[src/rtl/ssd_scan_controller_if.sv]
// Load/busy handshake, live display controls and board-facing display pins
// of the seven-segment scan controller.
interface ssd_scan_controller_if #(
  parameter int NUM_DIGITS = 8,
  parameter int BIN_W      = 16
);
  logic [BIN_W-1:0]      value;
  logic                  load;
  logic                  mode;
  logic                  busy;
  logic                  overflow;
  logic                  blank_lz;
  logic [NUM_DIGITS-1:0] blink_mask;
  logic [NUM_DIGITS-1:0] dp_mask;
  logic [NUM_DIGITS-1:0] an;
  logic [6:0]            seg;
  logic                  dp;

  modport master (
    output value, load, mode, blank_lz, blink_mask, dp_mask,
    input  busy, overflow, an, seg, dp
  );

  modport slave (
    input  value, load, mode, blank_lz, blink_mask, dp_mask,
    output busy, overflow, an, seg, dp
  );
endinterface

[src/rtl/ssd_scan_controller.sv]
// Multiplexed seven-segment driver: captures a binary value, shows it as hex
// or as decimal (sequential double-dabble), with blanking, blink and dp.
module ssd_scan_controller #(
  parameter int NUM_DIGITS   = 8,
  parameter int BIN_W        = 16,
  parameter int SCAN_CYCLES  = 262144,
  parameter int BLINK_CYCLES = 25000000
) (
  input logic                  clk,
  input logic                  reset,
  ssd_scan_controller_if.slave bus
);
  localparam int DW    = 4 * NUM_DIGITS;
  localparam int EXT_W = (BIN_W > DW) ? BIN_W : DW;
  localparam int CNT_W = (BIN_W > 1) ? $clog2(BIN_W) : 1;
  localparam int SC_W  = (SCAN_CYCLES > 1) ? $clog2(SCAN_CYCLES) : 1;
  localparam int BL_W  = (BLINK_CYCLES > 1) ? $clog2(BLINK_CYCLES) : 1;
  localparam int IDX_W = (NUM_DIGITS > 1) ? $clog2(NUM_DIGITS) : 1;

  typedef enum logic [0:0] {S_IDLE, S_CONV} state_t;

  state_t            state_q, state_d;
  logic [DW-1:0]     digit_reg, bcd_q, bcd_adj, bcd_next;
  logic [BIN_W-1:0]  shift_q;
  logic [CNT_W-1:0]  step_cnt;
  logic [EXT_W-1:0]  value_ext;
  logic              ovf_acc, overflow_q, accept, last_step, shout;
  logic [SC_W-1:0]   scan_cnt;
  logic [IDX_W-1:0]  scan_idx;
  logic [BL_W-1:0]   blink_cnt;
  logic              blink_phase;
  logic [3:0]        cur_digit;
  logic              zero_above, lz_hit, blanked;
  logic [NUM_DIGITS-1:0] an_d;
  logic [6:0]        seg_d;
  logic              dp_d;

  function automatic logic [DW-1:0] dabble_adj(input logic [DW-1:0] b);
    logic [DW-1:0] r;
    r = b;
    for (int i = 0; i < NUM_DIGITS; i++)
      if (b[4*i +: 4] >= 4'd5) r[4*i +: 4] = b[4*i +: 4] + 4'd3;
    return r;
  endfunction

  function automatic logic [6:0] glyph(input logic [3:0] h);
    case (h)
      4'h0: glyph = 7'b0000001;  4'h1: glyph = 7'b1001111;
      4'h2: glyph = 7'b0010010;  4'h3: glyph = 7'b0000110;
      4'h4: glyph = 7'b1001100;  4'h5: glyph = 7'b0100100;
      4'h6: glyph = 7'b0100000;  4'h7: glyph = 7'b0001111;
      4'h8: glyph = 7'b0000000;  4'h9: glyph = 7'b0000100;
      4'hA: glyph = 7'b0001000;  4'hB: glyph = 7'b1100000;
      4'hC: glyph = 7'b0110001;  4'hD: glyph = 7'b1000010;
      4'hE: glyph = 7'b0110000;  default: glyph = 7'b0111000;
    endcase
  endfunction

  always_comb begin
    value_ext = EXT_W'(bus.value);
    accept    = bus.load && (state_q == S_IDLE);
    last_step = (step_cnt == CNT_W'(BIN_W - 1));
    bcd_adj   = dabble_adj(bcd_q);
    shout     = bcd_adj[DW-1];
    bcd_next  = {bcd_adj[DW-2:0], shift_q[BIN_W-1]};
    state_d   = state_q;
    case (state_q)
      S_IDLE:  if (accept && bus.mode) state_d = S_CONV;
      S_CONV:  if (last_step) state_d = S_IDLE;
      default: state_d = S_IDLE;
    endcase
  end

  // Capture / conversion control; digit_reg only changes atomically.
  always_ff @(posedge clk) begin
    if (reset) begin
      state_q    <= S_IDLE;
      digit_reg  <= '0;
      overflow_q <= 1'b0;
      step_cnt   <= '0;
      ovf_acc    <= 1'b0;
    end else begin
      state_q <= state_d;
      if (accept && !bus.mode) begin
        digit_reg  <= value_ext[DW-1:0];
        overflow_q <= ((value_ext >> DW) != '0);
      end
      if (accept && bus.mode) begin
        step_cnt <= '0;
        ovf_acc  <= 1'b0;
      end
      if (state_q == S_CONV) begin
        step_cnt <= step_cnt + 1'b1;
        ovf_acc  <= ovf_acc | shout;
        if (last_step) begin
          digit_reg  <= bcd_next;
          overflow_q <= ovf_acc | shout;
        end
      end
    end
  end

  always_ff @(posedge clk) begin
    if (accept) begin
      shift_q <= bus.value;
      bcd_q   <= '0;
    end else if (state_q == S_CONV) begin
      shift_q <= shift_q << 1;
      bcd_q   <= bcd_next;
    end
  end

  // Digit scan and blink timebases.
  always_ff @(posedge clk) begin
    if (reset) begin
      scan_cnt    <= '0;
      scan_idx    <= '0;
      blink_cnt   <= '0;
      blink_phase <= 1'b0;
    end else begin
      if (scan_cnt == SC_W'(SCAN_CYCLES - 1)) begin
        scan_cnt <= '0;
        scan_idx <= (scan_idx == IDX_W'(NUM_DIGITS - 1)) ? '0 : scan_idx + 1'b1;
      end else begin
        scan_cnt <= scan_cnt + 1'b1;
      end
      if (blink_cnt == BL_W'(BLINK_CYCLES - 1)) begin
        blink_cnt   <= '0;
        blink_phase <= ~blink_phase;
      end else begin
        blink_cnt <= blink_cnt + 1'b1;
      end
    end
  end

  always_comb begin
    cur_digit  = digit_reg[{scan_idx, 2'b00} +: 4];
    zero_above = 1'b1;
    lz_hit     = 1'b0;
    for (int i = NUM_DIGITS - 1; i >= 0; i--) begin
      zero_above = zero_above & (digit_reg[4*i +: 4] == 4'h0);
      if (i == int'(scan_idx)) lz_hit = zero_above;
    end
    blanked = ((scan_idx != '0) && bus.blank_lz && lz_hit) ||
              (blink_phase && bus.blink_mask[scan_idx]);
    an_d           = '1;
    an_d[scan_idx] = blanked;
    seg_d          = blanked ? 7'h7F : glyph(cur_digit);
    dp_d           = blanked | ~bus.dp_mask[scan_idx];
  end

  assign bus.busy     = (state_q == S_CONV);
  assign bus.overflow = overflow_q;
  assign bus.an       = an_d;
  assign bus.seg      = seg_d;
  assign bus.dp       = dp_d;
endmodule

[src/flat_wrapper.sv]
// flat-port wrapper written by rule: the top's interface ports become plain ports
module ssd_scan_controller_flat 
#(
  parameter int NUM_DIGITS   = 8,
  parameter int BIN_W        = 16,
  parameter int SCAN_CYCLES  = 262144,
  parameter int BLINK_CYCLES = 25000000
)
  (clk, reset, bus_value, bus_load, bus_mode, bus_blank_lz, bus_blink_mask, bus_dp_mask, bus_busy, bus_overflow, bus_an, bus_seg, bus_dp);
  ssd_scan_controller_if #(.NUM_DIGITS(NUM_DIGITS), .BIN_W(BIN_W)) bus_i ();
  input logic clk;
  input logic reset;
  input wire logic [$bits(bus_i.value)-1:0] bus_value;
  input wire logic [$bits(bus_i.load)-1:0] bus_load;
  input wire logic [$bits(bus_i.mode)-1:0] bus_mode;
  input wire logic [$bits(bus_i.blank_lz)-1:0] bus_blank_lz;
  input wire logic [$bits(bus_i.blink_mask)-1:0] bus_blink_mask;
  input wire logic [$bits(bus_i.dp_mask)-1:0] bus_dp_mask;
  output wire logic [$bits(bus_i.busy)-1:0] bus_busy;
  output wire logic [$bits(bus_i.overflow)-1:0] bus_overflow;
  output wire logic [$bits(bus_i.an)-1:0] bus_an;
  output wire logic [$bits(bus_i.seg)-1:0] bus_seg;
  output wire logic [$bits(bus_i.dp)-1:0] bus_dp;
  assign bus_i.value = bus_value;
  assign bus_i.load = bus_load;
  assign bus_i.mode = bus_mode;
  assign bus_i.blank_lz = bus_blank_lz;
  assign bus_i.blink_mask = bus_blink_mask;
  assign bus_i.dp_mask = bus_dp_mask;
  assign bus_busy = bus_i.busy;
  assign bus_overflow = bus_i.overflow;
  assign bus_an = bus_i.an;
  assign bus_seg = bus_i.seg;
  assign bus_dp = bus_i.dp;
  ssd_scan_controller #(.NUM_DIGITS(NUM_DIGITS), .BIN_W(BIN_W), .SCAN_CYCLES(SCAN_CYCLES), .BLINK_CYCLES(BLINK_CYCLES)) u_core (.clk(clk), .reset(reset), .bus(bus_i));
endmodule
[config.mk]
export PLATFORM = sky130hd
export DESIGN_NAME = ssd_scan_controller_flat
export DESIGN_NICKNAME = d
export VERILOG_FILES = /design/src/rtl/ssd_scan_controller_if.sv /design/src/rtl/ssd_scan_controller.sv /design/src/flat_wrapper.sv
export SDC_FILE = /design/constraint.sdc
export NUM_CORES = 1
export LEC_CHECK = 0
export BUFFER_PORTS_ARGS = -buffer_cell sky130_fd_sc_hd__buf_2
export CAP_MARGIN = 20
export CORE_MARGIN = 2
export CORE_UTILIZATION = 62
export DETAILED_ROUTE_END_ITERATION = 8
export PLACE_DENSITY = 0.83
export SLEW_MARGIN = 25
export SYNTH_ARGS = -nofsm -noshare
export SYNTH_HDL_FRONTEND = slang
export SYNTH_SLANG_ARGS = --single-unit
[constraint.sdc]
create_clock -name clk -period 7.1 [get_ports clk]
set_input_delay 0.71 -clock clk [delete_from_list [all_inputs] [get_ports clk]]
set_output_delay 0.71 -clock clk [all_outputs]
set_load 0.02 [all_outputs]
* After elaboration in Yosys (flattened, before gate mapping)
Memories as Yosys holds them, arrays and structs flattened.
Cells that the tools add are included.
W data, S select, Z words.
** Storage, ports and cells
- Logic and storage cells :: 122
- Input bits :: 37
- Memories kept :: 1
- Bits in read-only memories :: 112
- Register bits after elaboration :: 134
** Memories
- (no name shown) :: depth 16, width 7, read ports 1, clocked after memory_dff 0, wr ports 0, RTL line ssd_scan_controller.sv:47 : case (h)
** Operators by class
- Bitwise gates (word level) :: 14
- Equal/unequal tests :: 11
- Magnitude comparators :: 10
- Reductions and logical operators :: 23
- Shift operators :: 1
- Add/subtract/negate cells :: 12
- Multiplexer cells :: 39
** Operator list (number)
- $mux W32 :: 3
- $mux W4 :: 10
- $add A4 B2 Y4 const B :: 8
- $ge A4 B3 Y1 const B :: 8
- $logic_not A4 Y1 :: 8
- $mux W16 :: 2
- $shiftx A32 B6 Y4 :: 1
- $add A25 B1 Y25 const B :: 1
- $eq A25 B25 Y1 const B :: 1
- $add A18 B1 Y18 const B :: 1
- $eq A18 B18 Y1 const B :: 1
- $mux W1 :: 18
- $eq A3 B3 Y1 const A :: 4
- $not A8 Y8 :: 1
- $or A8 B8 Y8 :: 1
- $and A1 B1 Y1 :: 7
- $logic_and A1 B1 Y1 :: 7
- $mux W7 :: 1
- $bmux W1 S3 :: 2
- $eq A2 B3 Y1 const A :: 2
- $add A4 B1 Y4 const B :: 1
- $eq A4 B4 Y1 const B :: 1
- $lt A3 B4 Y1 const B :: 1
- $reduce_bool A2 Y1 :: 2
- other kinds (14) :: 18

* Longest topological paths before layout
Gate-level depths: netlist of the first run.
- Depth in word-level cells :: 12
- Mapped depth :: 12
- Mapped depth without buffers :: 9

* Least setup slack after synthesis of the first run
No wires, ideal clock.
- Path type :: register -> output
- From :: reg u_core.scan_idx[2]
- To :: out bus_seg[3]
- Path buffers :: 1
- Data required time :: 6390 ps
- Stages on the path, launching flop included :: 8
- Data arrival time :: 2651 ps
- Setup slack :: 3739 ps
- Cell sequence :: dfxtp_1 -> buf_2 -> mux2_2 -> a221o_1 -> a22oi_1 -> ha_1 -> nor2_1 -> o311ai_0
** On the way
- Word-level cells in the longest chain between the ends :: 12
** RTL lines
- start: declaration :: RTL line ssd_scan_controller.sv:29 : logic [IDX_W-1:0] scan_idx;
- start signal: assignment :: RTL line ssd_scan_controller.sv:123 : scan_idx <= (scan_idx == IDX_W'(NUM_DIGITS - 1)) ? '0 : scan_idx + 1'b1;
- $eq A1 B3 Y1 :: RTL line ssd_scan_controller.sv:142 : if (i == int'(scan_idx)) lz_hit = zero_above;
- $mux W1 (8 in a row) :: RTL line ssd_scan_controller.sv:142
- $logic_and A1 B1 Y1 :: RTL line ssd_scan_controller.sv:144 : blanked = ((scan_idx != '0) && bus.blank_lz && lz_hit) ||
- $logic_or A1 B1 Y1 :: RTL line ssd_scan_controller.sv:144
- $mux W7 (*) :: RTL line ssd_scan_controller.sv:148 : seg_d = blanked ? 7'h7F : glyph(cur_digit);
- end: declaration :: RTL line flat_wrapper.sv:22 : output wire logic [$bits(bus_i.seg)-1:0] bus_seg;
Mark *: on every way between the ends. The rest lies on a longest branch, timed or not. The select of a mux whose other input is x is not followed.

* Final worst setup path of the first run
- From :: reg u_core.scan_idx[0]
- To :: out bus_seg[3]
The elaborated chain is that of the path after synthesis.

==> results.json, run 1 <==
{
  "finalNonFillerCells": 980,
  "status": "finished clean",
  "wl_per_cell_um": 17.25,
  "cts_htree_levels": 4,
  "synth_top_area_share": 0.3354,
  "min_path_type": "flip-flop to flip-flop",
  "cp_max_fo": 27,
  "ant_nets": 0,
  "min_from": "u_core.blink_cnt[0]",
  "wl_um": 16910,
  "slew_headroom": 0.3616,
  "swShare": 0.2227,
  "power.internal_mw": 1.455,
  "cts_tree": "built",
  "vias": 6016,
  "ys_types": 59,
  "cp.arrival_ps": 3840,
  "p_clk_frac": 0.508,
  "antenna_found_initial": 0,
  "avgSynthCellArea_um2": 8.904,
  "multi_input_comb_area_um2": 3881,
  "initial_core_util": 0.6413,
  "grt_pass1_vias": 5887,
  "p_seq_frac": 0.430,
  "syn_nets": 859,
  "gp_congestion": 0.9033,
  "drive_gt1_frac": 0.1429,
  "setup_viol": 0,
  "fillCellCount": 794,
  "whs_path_depth": 1,
  "p_per_area_nw_per_um2": 235.1,
  "grt_usage": 0.2832,
  "post_cts_buffers": 0,
  "regArea_um2": 2844,
  "cts-root-buf": "clkbuf_16",
  "die_h_um": 110.6,
  "end_kind": "output port",
  "worst_pin_slew_ps": 957.7,
  "yosys.area.top_type": "dfxtp_1",
  "grt_pass1_wl_um": 28510,
  "crit_type": "flip-flop to output port",
  "row_count": 38,
  "finalMaxSlewViolations": 0,
  "synth_common_cells": "118 x dfxtp_1, 118 x nor2_1, 71 x nand2_1",
  "max-vdd-ir-drop_uv": 285.7,
  "portBuffers": 54,
  "fin_ws_ps": 2548,
  "switching_power_uw": 416.9,
  "period_needed_ps": 4552,
  "netlist_area_um2": 7043,
  "rsz0062_at_grt": "false",
  "post_cts_hold_buffer_count": 0,
  "yosys-top-cells-area": "dfxtp_1 34%, edfxtp_1 6.8%, nor2_1 6.3%, ha_1 5.5%, nand2_1 3.8%",
  "drt_first_iter_violations": 522,
  "timing.final.hold_violations": 0,
  "tns_ps": 0,
  "cts_buffer_depth": 2,
  "dp_hpwl_um": 11400,
  "worstRegToRegCells": 3,
  "crit_required_ps": 6390,
  "start_kind": "flip-flop",
  "min_period_over_period": 0.6411,
  "holdPathEnd": "u_core.blink_cnt[0]",
  "grt-ovfl-total": 0,
  "ys.flop_type": "dfxtp_1",
  "dieWidth_um": 110.6,
  "utilization": 0.7252,
  "areaGrowthSynthToFinish_pct": 13.09,
  "finalClockSkew_ps": 9.429,
  "clk_latency_ps": 420,
  "leakage_nw": 3.089,
  "rrSetupSlack_ps": 4660,
  "synth-seq-area-share": 0.4036,
  "dieArea_um2": 12230,
  "drc": 0,
  "cts_sinks": 134,
  "timing.fmax_mhz": 219.7,
  "drt_pass1_iterations": 5,
  "layout.nets": 895,
  "placed_cells": 948,
  "r2r_end": "u_core.shift_q[7]",
  "syn_inst": 791,
  "diodes": 0,
  "core_um2": 10980,
  "post-place-ws_ps": 3030,
  "postCtsResizedCells": 0,
  "drv_cap": 0,
  "regToRegStartpoint": "u_core.bus.busy",
  "synth_edf_count": 16,
  "power_mw": 1.872,
  "grt_max_degree": 48,
  "cts_buffers": 17,
  "ys_ff_latch": 134,
  "clkTransAtPathRegs_ps": 60,
  "ios": 55,
  "pwr-share-comb": 0.062,
  "synthArstFlopShare": 0,
  "via_per_inst": 6.139,
  "yosysWarnings": 0
}
## stage by stage
stage	cell area, um2	hold slack, ps
after global placement	7317	422.6
after floorplan	7043	413.2
after global routing	7965	451.3
after CTS	7958	440.4
final	7965	448.4
after detailed placement	7317	432.5
## power by group through the flow
stage          combinational (mW)  clock, mW  sequential (mW)
2_1_floorplan              0.0830          0            0.814
3_3_place_gp                0.109          0            0.819
3_5_place_dp                0.113          0            0.821
4_1_cts                     0.115      0.961            0.804
5_1_grt                     0.127      0.995            0.806
6_report                    0.116      0.952            0.805
## cells by family after synthesis
kind of cell             synth area share
AO/OA/AOI/OAI                      0.1402
XOR/XNOR                          0.06093
adder cells (fa/ha/maj)           0.05507
buffers and inverters             0.04672
flip-flops                         0.4036
multiplexers                      0.08332
AND/OR/NAND/NOR                    0.2102
## cell usage in the layout, fill, tap and decap left out, drive strengths merged, types with 15 or more instances in the layout
master	netlist	routed
nor2	118	118
dfxtp	118	118
nand2	71	71
buf	20	59
inv	30	32
ha	31	31
a21oi	27	27
o21ai	27	27
mux2i	26	26
xor2	26	26
nand2b	24	24
xnor2	23	23
mux2	21	21
a211oi	21	21
clkbuf	22	21
nand3	19	19
nand4	17	17
o31ai	17	17
edfxtp	16	16
a22oi	15	15
## how the worst max path moves through the flow
stage,startpoint,end,slack (ps),depth (start not counted)
finish,u_core.scan_idx[0],bus_seg[3],2550,9
CTS,u_core.scan_idx[0],bus_seg[3],2600,9
floorplan,u_core.scan_idx[2],bus_seg[3],3740,7
global route,u_core.scan_idx[0],bus_seg[3],2240,9
global placement,u_core.scan_idx[0],bus_seg[3],3200,9
detailed placement,u_core.scan_idx[0],bus_seg[3],3030,9
## area by class of cell
class | count | share of cell area
multi-input combinational | 584 | 0.4873
timing repair buffer | 59 | 0.03864
clock buffer | 21 | 0.05922
tap | 140 | 0.02199
inverter | 31 | 0.01461
sequential | 134 | 0.3571
clock inverter | 11 | 0.02121
## worst max-delay path, stage by stage, from the launching register on
cell and delay [ps]:
dfxtp_1 890, clkinv_1 590, ha_1 420, nor2b_1 150, a21o_1 150, a32oi_1 170
o21ai_0 160, a31oi_4 450, o311ai_0 230, buf_2 210
## per-layer routing
| metal | vias up | track usage | wire length (um) |
|---|---|---|---|
| met5 | - | 0 | 0 |
| met4 | 0 | 0.1192 | 397 |
| met3 | 34 | 0.05598 | 1053 |
| met2 | 230 | 0.4777 | 8218 |
| met1 | 2880 | 0.3545 | 7239 |
| li1 | 2872 | - | - |
Power figures use the tool's default switching activity.
==> run 2, diff against run 1 <==
--- a/config.mk
+++ b/config.mk
@@ -8,9 +8,9 @@
 export BUFFER_PORTS_ARGS = -buffer_cell sky130_fd_sc_hd__buf_2
 export CAP_MARGIN = 20
 export CORE_MARGIN = 2
-export CORE_UTILIZATION = 62
+export CORE_UTILIZATION = 60
 export DETAILED_ROUTE_END_ITERATION = 8
-export PLACE_DENSITY = 0.83
+export PLACE_DENSITY = 0.81
 export SLEW_MARGIN = 25
 export SYNTH_ARGS = -nofsm -noshare
 export SYNTH_HDL_FRONTEND = slang
==> constraint.sdc (replaced) <==
create_clock -name clk -period 4.7 [get_ports clk]
set_input_delay 0.47 -clock clk [delete_from_list [all_inputs] [get_ports clk]]
set_output_delay 0.47 -clock clk [all_outputs]
set_load 0.02 [all_outputs]
==> run 2 against run 1 <==
Against the previous run:
- power increased by 47%
- worst hold slack got worse by 110 ps
- final area about the same
- first-iteration DRC count decreased by 4.0%
- register-to-register slack got worse by 2500 ps
- die area increased by 3.2%
- critical path type unchanged
- count of clock-buffer cells in the layout decreased by 3
- flip-flop and latch count unchanged
- via count decreased by 1.9%
- core utilization decreased by 2.8 points
- clock power increased by 44%
- sequential share of layout area about the same
==> results.json, run 2 (synthesized netlist as in run 1, its figures left out) <==
{
  "period_needed_ps": 4001,
  "areaGrowthSynthToFinish_pct": 13.00,
  "grt_usage": 0.2761,
  "ant_nets": 0,
  "cp_max_fo": 25,
  "drv_cap": 0,
  "regToRegStartpoint": "u_core.bus.busy",
  "final_cell_mix": "117 x nor2_1, 117 x dfxtp_1, 71 x nand2_1",
  "crit_family": "compound AO/OA/AOI/OAI gates",
  "min_period_over_period": 0.8513,
  "min_from": "bus_value[0]",
  "antenna_found_initial": 0,
  "p_per_area_nw_per_um2": 346.8,
  "wl_um": 16750,
  "grt-ovfl-total": 0,
  "clk_latency_ps": 420,
  "min_path_type": "primary input to flip-flop",
  "gp_congestion": 0.9295,
  "fillCellCount": 895,
  "max_stage_delay_ps": 920,
  "portBuffers": 54,
  "ios": 55,
  "status": "finished clean",
  "path_cells": "inv_1 -> ha_1 -> a21o_1 -> a32oi_1 -> o21ai_0 -> a31oi_4 -> o311ai_0 -> buf_2",
  "clkTransAtPathRegs_ps": 60,
  "worstRegToRegCells": 7,
  "initial_core_util": 0.6168,
  "setup_viol": 0,
  "max-vdd-ir-drop_uv": 426.0,
  "cts_sinks": 134,
  "slowest_stage": "dfxtp_1",
  "core_um2": 11420,
  "timing.final.hold_violations": 0,
  "slew_headroom": 0.3876,
  "wl_per_cell_um": 16.99,
  "grt_pass1_wl_um": 28090,
  "die_h_um": 112.3,
  "row_count": 39,
  "drive_gt1_frac": 0.1483,
  "post-place-ws_ps": 1164,
  "cts_tree": "built",
  "whs_path_depth": 2,
  "postCtsResizedCells": 0,
  "timing.fmax_mhz": 249.9,
  "start_kind": "flip-flop",
  "finalMaxSlewViolations": 0,
  "post_cts_hold_buffer_count": 0,
  "dp_hpwl_um": 11630,
  "fin_ws_ps": 699.0,
  "finalClockSkew_ps": 10.38,
  "end_kind": "output port",
  "drt_pass1_iterations": 6,
  "layout.nets": 898,
  "drt_first_iter_violations": 501,
  "worst_pin_slew_ps": 917.3,
  "cts_buffers": 17,
  "leakage_nw": 3.095,
  "drc": 0,
  "placed_cells": 954,
  "post_cts_buffers": 0,
  "holdWs_ps": 339.4,
  "diodes": 0,
  "vias": 5903,
  "cp.arrival_ps": 3530,
  "utilization": 0.6970,
  "cts-root-buf": "clkbuf_16",
  "crit_required_ps": 4230,
  "cts_buffer_depth": 2,
  "rsz0062_at_grt": "false",
  "finalNonFillerCells": 986,
  "holdPathEnd": "u_core.shift_q[0]",
  "rrSetupSlack_ps": 2140,
  "grt_pass1_vias": 5895,
  "dieArea_um2": 12620,
  "dieWidth_um": 112.3,
  "grt_max_degree": 46,
  "multi_input_comb_area_um2": 3876,
  "path_buf_inv": 2,
  "via_per_inst": 5.987,
  "regArea_um2": 2844,
  "tns_ps": 0,
  "crit_type": "flip-flop to output port",
  "r2r_end": "u_core.digit_reg[19]",
  "cts_htree_levels": 4
}
run 2: cell count changes in the layout (fill, tap and decap cells not counted):
cell / delta
clkbuf_1: -2
clkinv_2: +1
inv_8: +1
nor2b_4: -1
buf_4: +3
clkbuf_16: -1
bufinv_16: -1
clkinv_4: +3
clkinvlp_4: -1
nor2b_2: +1
run 2: power by group:
part	internal [mW]	switching, mW
clock network	0.852	0.518
registers	1.19	0.0227
logic	0.0713	0.103
run 2: layout make-up:
| class | count | area share |
|---|---|---|
| well taps | 143 | 0.02248 |
| repair buffers | 62 | 0.04150 |
| flip-flops and latches | 134 | 0.3573 |
| inverters | 31 | 0.01462 |
| clock inverters | 14 | 0.02185 |
| multi-input cells | 584 | 0.4870 |
| clock buffers | 18 | 0.05518 |
run 2: per-layer routing:
layer	part of all wire	GRT usage	wire length [um]	vias up
met2	0.49	0.4538	8159	191
met4	0.018	0.1073	306	0
met1	0.43	0.3538	7280	2813
met3	0.060	0.06587	1005	32
met5	0	0	0	-
li1	-	-	-	2867
run 2: worst max path at each step:
stage | to | cells past startpoint | from | slack [ps]
after floorplan | bus_seg[3] | 7 | u_core.scan_idx[2] | 1580
after global placement | bus_seg[3] | 7 | u_core.scan_idx[1] | 1320
after detailed placement | bus_seg[3] | 8 | u_core.scan_idx[1] | 1160
after CTS | bus_seg[3] | 8 | u_core.scan_idx[1] | 710
after global routing | bus_seg[3] | 9 | u_core.scan_idx[1] | 420
final | bus_seg[3] | 8 | u_core.scan_idx[1] | 700
run 2: per-stage QoR:
stage	power (mW)	cell area, um2
3_5_place_dp	1.412	7343
3_3_place_gp	1.405	7343
5_1_grt	2.853	7959
6_report	2.760	7959
4_1_cts	2.777	7956
2_1_floorplan	1.354	7043
